## src/rtl/ring_sequencer.sv

```systemverilog
// Control sequencer for an N_PE-element systolic ring: holds the PE coefficients,
// clears and loads the ring, streams samples in and captures results in order.
module ring_sequencer #(
  parameter int N_PE = 4,
  parameter int W    = 16
) (
  input  logic                    clk,
  input  logic                    reset,
  input  logic                    coef_wr,
  input  logic [$clog2(N_PE)-1:0] coef_idx,
  input  logic [W-1:0]            coef_data,
  input  logic [W-1:0]            seed,
  input  logic [7:0]              len,
  input  logic                    start,
  input  logic [W-1:0]            x_in,
  input  logic                    x_in_valid,
  output logic                    x_in_ready,
  output logic                    pe_clear,
  output logic                    pe_load,
  output logic [W-1:0]            a,
  output logic [W-1:0]            x_init,
  output logic [W-1:0]            x,
  input  logic [W-1:0]            y,
  output logic [W-1:0]            res,
  output logic                    res_valid,
  output logic                    busy,
  output logic                    done
);

  localparam int            IW       = $clog2(N_PE);
  localparam logic [IW-1:0] LAST_IDX = IW'(N_PE - 1);

  typedef enum logic [2:0] {
    S_IDLE  = 3'd0,
    S_CLEAR = 3'd1,
    S_LOAD  = 3'd2,
    S_RUN   = 3'd3,
    S_DRAIN = 3'd4,
    S_DONE  = 3'd5
  } state_t;

  state_t          state_q;
  logic [W-1:0]    coef_q [N_PE];
  logic [W-1:0]    seed_q;
  logic [7:0]      len_q;
  logic [7:0]      cnt_q;
  logic [IW-1:0]   ld_idx_q;
  logic [IW-1:0]   ld_idx_d;
  logic [N_PE-1:0] vld_sr_q;

  logic            accept_s;
  logic            cnt_last_s;
  logic            coef_we_s;
  logic            sr_empty_s;

  // Handshake, counter and pipeline status decode
  always_comb begin
    accept_s   = x_in_valid & x_in_ready;
    ld_idx_d   = ld_idx_q + IW'(1);
    cnt_last_s = (cnt_q == (len_q - 8'd1));
    coef_we_s  = coef_wr & (state_q == S_IDLE);
    sr_empty_s = (vld_sr_q == '0);
  end

  // Coefficient storage; slots beyond N_PE-1 are silently ignored
  always_ff @(posedge clk or negedge reset) begin
    if (!reset) begin
      for (int i = 0; i < N_PE; i++) begin
        coef_q[i] <= '0;
      end
    end else if (coef_we_s) begin
      for (int i = 0; i < N_PE; i++) begin
        if (coef_idx == IW'(i)) begin
          coef_q[i] <= coef_data;
        end
      end
    end
  end

  // Sample register, valid-tag shift register and result capture
  always_ff @(posedge clk or negedge reset) begin
    if (!reset) begin
      x         <= '0;
      vld_sr_q  <= '0;
      res       <= '0;
      res_valid <= 1'b0;
    end else begin
      x         <= accept_s ? x_in : '0;
      vld_sr_q  <= {vld_sr_q[N_PE-2:0], accept_s};
      res_valid <= vld_sr_q[N_PE-1];
      if (vld_sr_q[N_PE-1]) begin
        res <= y;
      end
    end
  end

  // Run sequencer; every control output is set on the edge entering its state
  always_ff @(posedge clk or negedge reset) begin
    if (!reset) begin
      state_q    <= S_IDLE;
      seed_q     <= '0;
      len_q      <= 8'd0;
      cnt_q      <= 8'd0;
      ld_idx_q   <= '0;
      x_in_ready <= 1'b0;
      pe_clear   <= 1'b0;
      pe_load    <= 1'b0;
      a          <= '0;
      x_init     <= '0;
      busy       <= 1'b0;
      done       <= 1'b0;
    end else begin
      case (state_q)
        S_IDLE: begin
          if (start && (len != 8'd0)) begin
            len_q    <= len;
            seed_q   <= seed;
            cnt_q    <= 8'd0;
            state_q  <= S_CLEAR;
            pe_clear <= 1'b1;
            busy     <= 1'b1;
          end
        end
        S_CLEAR: begin
          state_q  <= S_LOAD;
          pe_clear <= 1'b0;
          pe_load  <= 1'b1;
          ld_idx_q <= '0;
          a        <= coef_q[0];
          x_init   <= seed_q;
        end
        S_LOAD: begin
          if (ld_idx_q == LAST_IDX) begin
            state_q    <= S_RUN;
            pe_load    <= 1'b0;
            a          <= '0;
            x_init     <= '0;
            x_in_ready <= 1'b1;
          end else begin
            ld_idx_q <= ld_idx_d;
            a        <= coef_q[ld_idx_d];
          end
        end
        S_RUN: begin
          // cnt_q counts accepted samples and never passes len_q-1, so 255 needs no wrap
          if (accept_s) begin
            if (cnt_last_s) begin
              state_q    <= S_DRAIN;
              x_in_ready <= 1'b0;
            end else begin
              cnt_q <= cnt_q + 8'd1;
            end
          end
        end
        S_DRAIN: begin
          if (sr_empty_s) begin
            state_q <= S_DONE;
            done    <= 1'b1;
          end
        end
        S_DONE: begin
          state_q <= S_IDLE;
          done    <= 1'b0;
          busy    <= 1'b0;
        end
        default: begin
          state_q    <= S_IDLE;
          x_in_ready <= 1'b0;
          pe_clear   <= 1'b0;
          pe_load    <= 1'b0;
          a          <= '0;
          x_init     <= '0;
          busy       <= 1'b0;
          done       <= 1'b0;
        end
      endcase
    end
  end

endmodule

```

## config.mk

```make
export PLATFORM = sky130hd
export DESIGN_NAME = ring_sequencer
export DESIGN_NICKNAME = d
export VERILOG_FILES = /design/src/rtl/ring_sequencer.sv
export SDC_FILE = /design/constraint.sdc
export NUM_CORES = 1
export LEC_CHECK = 0
export ABC_AREA = 1
export BUFFER_PORTS_ARGS = -buffer_cell sky130_fd_sc_hd__buf_2
export CAP_MARGIN = 30
export CORE_MARGIN = 5
export CORE_UTILIZATION = 45
export CTS_BUF_LIST = sky130_fd_sc_hd__clkbuf_8
export DETAILED_ROUTE_END_ITERATION = 8
export GPL_TIMING_DRIVEN = 0
export HOLD_SLACK_MARGIN = 0.12
export PLACE_DENSITY = 0.67
export RECOVER_POWER = 25
export SLEW_MARGIN = 15
export SYNTH_ARGS = -nofsm -noshare
export SYNTH_HDL_FRONTEND = slang
export SYNTH_SLANG_ARGS = --single-unit
```

## constraint.sdc

```tcl
create_clock -name clk -period 3.7 [get_ports clk]
set_clock_uncertainty 0.15 [all_clocks]
set_input_delay 0.74 -clock clk [delete_from_list [all_inputs] [get_ports clk]]
set_output_delay 0.74 -clock clk [all_outputs]
set_load 0.02 [all_outputs]
```

==> results of run 1 <==
-- metrics by stage --
step	util (%)	power, mW	area [µm²]	setup TNS (ns)	instances
CTS	55.1	7.99	9170	0	1213
global route	55.0	8.56	9160	0	1213
global placement	52.2	6.39	8680	-187.75	1180
finish	55.0	7.91	9160	0	1213
detailed placement	52.4	6.49	8720	0	1181
floorplan	-	5.39	7670	0	812
-- sequential cells by signal, summed over array words and instances (netlist names) --
register	count
cnt_q	8
done	1
vld_sr_q	4
busy	1
seed_q	16
x	16
x_in_ready	1
res	16
pe_clear	1
res_valid	1
pe_load	1
a	16
x_init	16
len_q	8
coef_q	64
state_q	3
ld_idx_q	2
-- how the worst max path moves through the flow --
stage	to	cells after the start	start	slack [ns]
floorplan	busy	10	len[1]	1.75
global placement	coef_q[31]	1	reset	-1.08
global route	coef_q[49]	1	reset	0.55
CTS	a[4]	9	ld_idx_q[0]	1.12
detailed placement	a[3]	9	ld_idx_q[0]	1.14
finish	a[1]	1	reset	1.04
-- area by class of cell --
type | instances | area (µm²)
Fill cell | 1494 | 7480
Inverter | 101 | 379
Clock buffer | 17 | 234
Buffer | 36 | 181
Tap cell | 220 | 275
Multi-Input combinational cell | 500 | 2730
Sequential cell | 175 | 4380
Clock inverter | 15 | 218
Timing Repair Buffer | 149 | 768
-- kinds of logic (layout without fill, tap and decap cells) --
logic type | count (synthesis) | count (layout) | share of synthesized area, %
simple gates | 263 | 263 | 14.8
compound gates | 176 | 176 | 12.1
flops | 175 | 175 | 57.1
buf+inv | 137 | 318 | 7.31
mux | 48 | 48 | 7.05
xor+xnor | 10 | 10 | 1.14
fa+ha+maj | 3 | 3 | 0.490
-- cell usage in the layout, fill, tap and decap left out, drive strengths merged, types with 5 or more instances in the layout --
cell / netlist / layout
buf: 15 / 163
a21oi: 56 / 56
clkinv: 0 / 5
bufinv: 0 / 5
nor3: 8 / 8
nand3: 24 / 24
inv: 101 / 105
dfrtp: 175 / 175
o21ai: 103 / 103
nand2: 156 / 156
nor2: 65 / 65
nand4: 5 / 5
o211ai: 16 / 16
xor2: 7 / 7
mux2: 48 / 48
clkbuf: 21 / 39
-- routing by layer --
layer	global-route usage, %	part of all wire [%]	routed length (µm)
met2	31.1	47	8860
met1	26.0	44	8290
met4	6.94	2.3	438
met3	4.09	5.9	1090
met5	0	0	0
-- report_power, final --
part           internal [mW]  switching [mW]
combinational           1.17            2.19
clock                  0.803           0.696
sequential              2.70           0.361
total                   4.67            3.25
==> flow_summary_export.csv, run 1 <==
group,metric,value,unit
clocking,ctsHoldBuffers,0,
job,maxCapViolations,1,
synthesis,ys.flop_type,"dfrtp_1",
critical_path,end_kind,"asynchronous set/reset pin",
routing,drc,0,
grt,antenna_found_initial,0,
timing,fin_crit,2.66,ns
clocking,cts_setup_buffers,0,
timing,finalHoldViolCount,0,
critical_path,slowest_delay,1.69,ns
floorplan,coreArea,16600,µm²
layout,fin_nets,1062,
synthesis,synth_area_leaders,"dfrtp_1, nand2_1, o21ai_0",
run_status,run_status,"complete, but fails checks",
worst_hold_path,hold_class,"reg2reg",
timing,min_period_over_period,71.9,%
critical_path,r2r_cells,9,
clocking,root_buffer,"clkbuf_8",
floorplan,die_y,141,µm
floorplan,die-area,19700,µm²
routing,vias,6074,
critical_path,required,3.60,ns
synthesis,synth_top_cell_area_share,57.1,%
clocking,cts_resized,0,
floorplan,die_x,141,µm
timing,max_freq,376,MHz
synthesis,synth_nets,894,
critical_path,startpoint_type,"primary input",
timing,relSlewSlack,-66.9,%
layout,synthToLayoutAreaGrowth,19.5,%
critical_path,rrSetupSlack,1.14,ns
timing,setup_viol,0,
routing,routed_via_density,5.01,
timing,tightest_slew,2.50,ns
clocking,cts_sinks,175,
routing,drtPass1Iterations,5,
worst_hold_path,hold_start,"vld_sr_q[0]",
grt,grt-ovfl-total,0,
worst_hold_path,holdPathEnd,"vld_sr_q[1]",
grt,first_global_vias,5930,
synthesis,synthArstFlopShare,100,%
power_and_ir_drop,p_leak,4.76,nW
synthesis,yosysSeqAreaShare,57.1,%
clocking,h-tree-depth,4,
clocking,cts_buffer_depth,2,
clocking,clk_latency,0.47,ns
critical_path,crit_chain,"clkbuf_2",
synthesis,yosysMostFrequentCell,"dfrtp_1",
grt,grt_usage,19.4,%
place,gp_congestion,0.822,
synthesis,synth_edf_count,0,
floorplan,start_util,46.1,%
layout,drive_gt1_share,24.2,%
timing,slew_violations,100,
synthesis,yosysTopAreaCell,"dfrtp_1",
worst_hold_path,whs_path_depth,0,
layout,diodes,0,
critical_path,path_max_fanout,100,
critical_path,crit_arrival,2.56,ns
place,io_buffer_count,148,
routing,detail-route-antenna-nets,0,
floorplan,io_pins,149,
critical_path,r2r-start,"ld_idx_q[0]",
grt,grt_pass1_wl,30600,µm
clocking,cts_buffers,17,
synthesis,post_synth_instance_area,7670,µm²
timing,fin_ws,1.04,ns
synthesis,syn_avg_cell_area,9.44,µm²
timing,whs,0.223,ns
power_and_ir_drop,power_density,864,nW/µm²
power_and_ir_drop,ir_drop,0.336,mV
place,dp_hpwl,13400,µm
routing,routed_wirelength,18700,µm
floorplan,fp-row-count,47,
synthesis,ys_seq_elements,175,
critical_path,crit_path_top_delay_cell,"clkbuf_2",
run_status,violations,"capacitance limit, slew limit",
routing,post_drt_wl_per_cell,15.4,µm
synthesis,syn_inst,812,
critical_path,reg2reg_to,"a[3]",
timing,rsz0062_at_grt,"false",
critical_path,critical_path.top_delay_family,"buffers and inverters",
critical_path,path_buf_inv,1,
synthesis,ys_types,32,
routing,drt-initial-drc-count,342,
clocking,cts.clk_slew.worst_paths,0.10,ns
synthesis,yosysWarnings,0,
critical_path,critical_path_class,"in2async",
clocking,cts_tree,"built",
synthesis,synth_common_cells,"dfrtp_1, nand2_1, o21ai_0, inv_1, nor2_1",
grt,grt_max_degree,101,
place,dp_slack,1.14,ns
(Power assumes the default switching activity.)
==> inputs of run 2 (changes only) <==
Clock period 3.7 ns to 2.5 ns, I/O delays scaled along.
==> flow_summary_export.csv, run 2 (same netlist as run 1, synthesis figures left out) <==
group,metric,value,unit
layout,fin_nets,1102,
critical_path,crit_path_top_delay_cell,"ha_1",
critical_path,critical_path_class,"reg2reg",
clocking,root_buffer,"clkbuf_8",
routing,routed_via_density,4.99,
power_and_ir_drop,report.power.total,11.8,mW
place,io_buffer_count,148,
layout,drive_gt1_share,23.3,%
routing,routed_wirelength,19300,µm
layout,final_common_cell,"dfrtp_1",
layout,utilization,57.5,%
clocking,h-tree-depth,4,
worst_hold_path,hold_class,"in2reg",
layout,synthToLayoutAreaGrowth,24.9,%
routing,detail-route-antenna-nets,0,
clocking,cts_tree,"built",
timing,whs,0.149,ns
layout,diodes,0,
clocking,clk_latency,0.46,ns
critical_path,crit_arrival,2.51,ns
layout,regMostFlops,"coef_q",
place,dp_slack,-0.0578,ns
floorplan,start_util,46.1,%
critical_path,crit_chain,"ha_1 > inv_1 > clkbuf_2 > a21oi_1 > o21ai_0 > nand2_1 > nand2_1 > o211ai_1",
critical_path,crit_top_cell,"nand2_1",
routing,drc,0,
run_status,run_status,"finished, final reports clean",
critical_path,end_kind,"flip-flop",
power_and_ir_drop,p_leak,4.93,nW
grt,grt_usage,19.9,%
floorplan,die_x,141,µm
timing,min_period_over_period,91.2,%
place,gp_congestion,0.822,
routing,post_drt_wl_per_cell,15.4,µm
grt,grt-ovfl-total,0,
critical_path,slowest_delay,0.57,ns
job,maxCapViolations,0,
timing,rsz0062_at_grt,"false",
grt,grt_max_degree,101,
floorplan,fp-row-count,47,
place,dp_hpwl,13400,µm
timing,slew_violations,0,
timing,relSlewSlack,8.76,%
critical_path,required,2.73,ns
layout,largest_register_ffs,64,
floorplan,io_pins,149,
critical_path,startpoint_type,"flip-flop",
timing,max_freq,438,MHz
timing,fin_ws,0.219,ns
grt,grt_pass1_wl,31500,µm
routing,drtPass1Iterations,5,
clocking,cts_buffer_depth,2,
clocking,cts_setup_buffers,0,
routing,drt-initial-drc-count,282,
timing,tightest_slew,1.37,ns
routing,vias,6257,
clocking,cts_buffers,17,
timing,setup_viol,0,
layout,stdcell_count,1253,
critical_path,path_max_fanout,10,
power_and_ir_drop,ir_drop,0.499,mV
floorplan,coreArea,16600,µm²
grt,antenna_found_initial,0,
timing,finalHoldViolCount,0,
place,dp_cells,1181,
timing,fin_crit,2.28,ns
grt,first_global_vias,6114,
power_and_ir_drop,power_density,1230,nW/µm²
clocking,cts_sinks,175,
floorplan,die_y,141,µm
floorplan,die-area,19700,µm²
clocking,cts.clk_slew.worst_paths,0.09,ns
layout,layout_common_cells,"dfrtp_1, buf_2, nand2_1",
layout,num-fill-cells,1439,
-- run 2: routing by layer --
metal	global-route usage, %	wire (µm)
met5	0	0
met4	7.04	447
met3	4.09	1130
met2	32.5	9310
met1	26.4	8400
-- run 2: layout make-up --
| type | instances | area [µm²] | area share, % |
|---|---|---|---|
| buffer | 35 | 179 | 1.87 |
| clock buffer | 17 | 234 | 2.44 |
| clock inverter | 15 | 218 | 2.27 |
| inverter | 101 | 379 | 3.96 |
| multi-input combinational | 500 | 2730 | 28.5 |
| sequential | 175 | 4380 | 45.8 |
| tap | 220 | 275 | 2.88 |
| timing repair buffer | 190 | 1180 | 12.3 |
-- run 2: where the power goes --
| group | internal, mW | leakage [nW] | switching (mW) |
|---|---|---|---|
| Combinational | 1.78 | 2.51 | 3.26 |
| Sequential | 3.99 | 2.19 | 0.535 |
| Clock | 1.19 | 0.234 | 1.03 |
| Total | 6.95 | 4.93 | 4.82 |
-- run 2: path summary, 6_finish.rpt --
check	startpoint	to	slack [ns]	depth (start not counted)
worst min-delay path	coef_data[4]	coef_q[4]	0.15	3
worst max register to register	ld_idx_q[0]	a[3]	0.22	8
worst max-delay path	ld_idx_q[0]	a[3]	0.22	8
min in group asynchronous	reset	len_q[2]	0.75	2
max in group asynchronous	reset	coef_q[39]	0.46	3
worst min register to register	vld_sr_q[0]	vld_sr_q[1]	0.22	0
-- run 2: what timing repair did --
item / CTS / global route
setup endpoints to repair: 10 / 9
hold buffers: 41 / 0
endpoints found under the hold margin: 141 / 0
gates resized for setup: 0 / 2
-- run 2: per-stage QoR --
| stage | setup TNS (ns) | cell area [µm²] |
|---|---|---|
| final | 0 | 9570 |
| after CTS | 0 | 9580 |
| after floorplan | 0 | 7670 |
| after detailed placement | -0.259 | 8720 |
| after global placement | -355.85 | 8680 |
| after global routing | 0 | 9570 |
-- run 2: critical path, delay by kind of cell, from the launching register on --
kind	cells	cell delay [ns]
adder cells (fa/ha/maj)	1	0.57
flip-flops	1	0.48
buffers and inverters	2	0.49
AND/OR/NAND/NOR	2	0.14
AO/OA/AOI/OAI	3	0.36
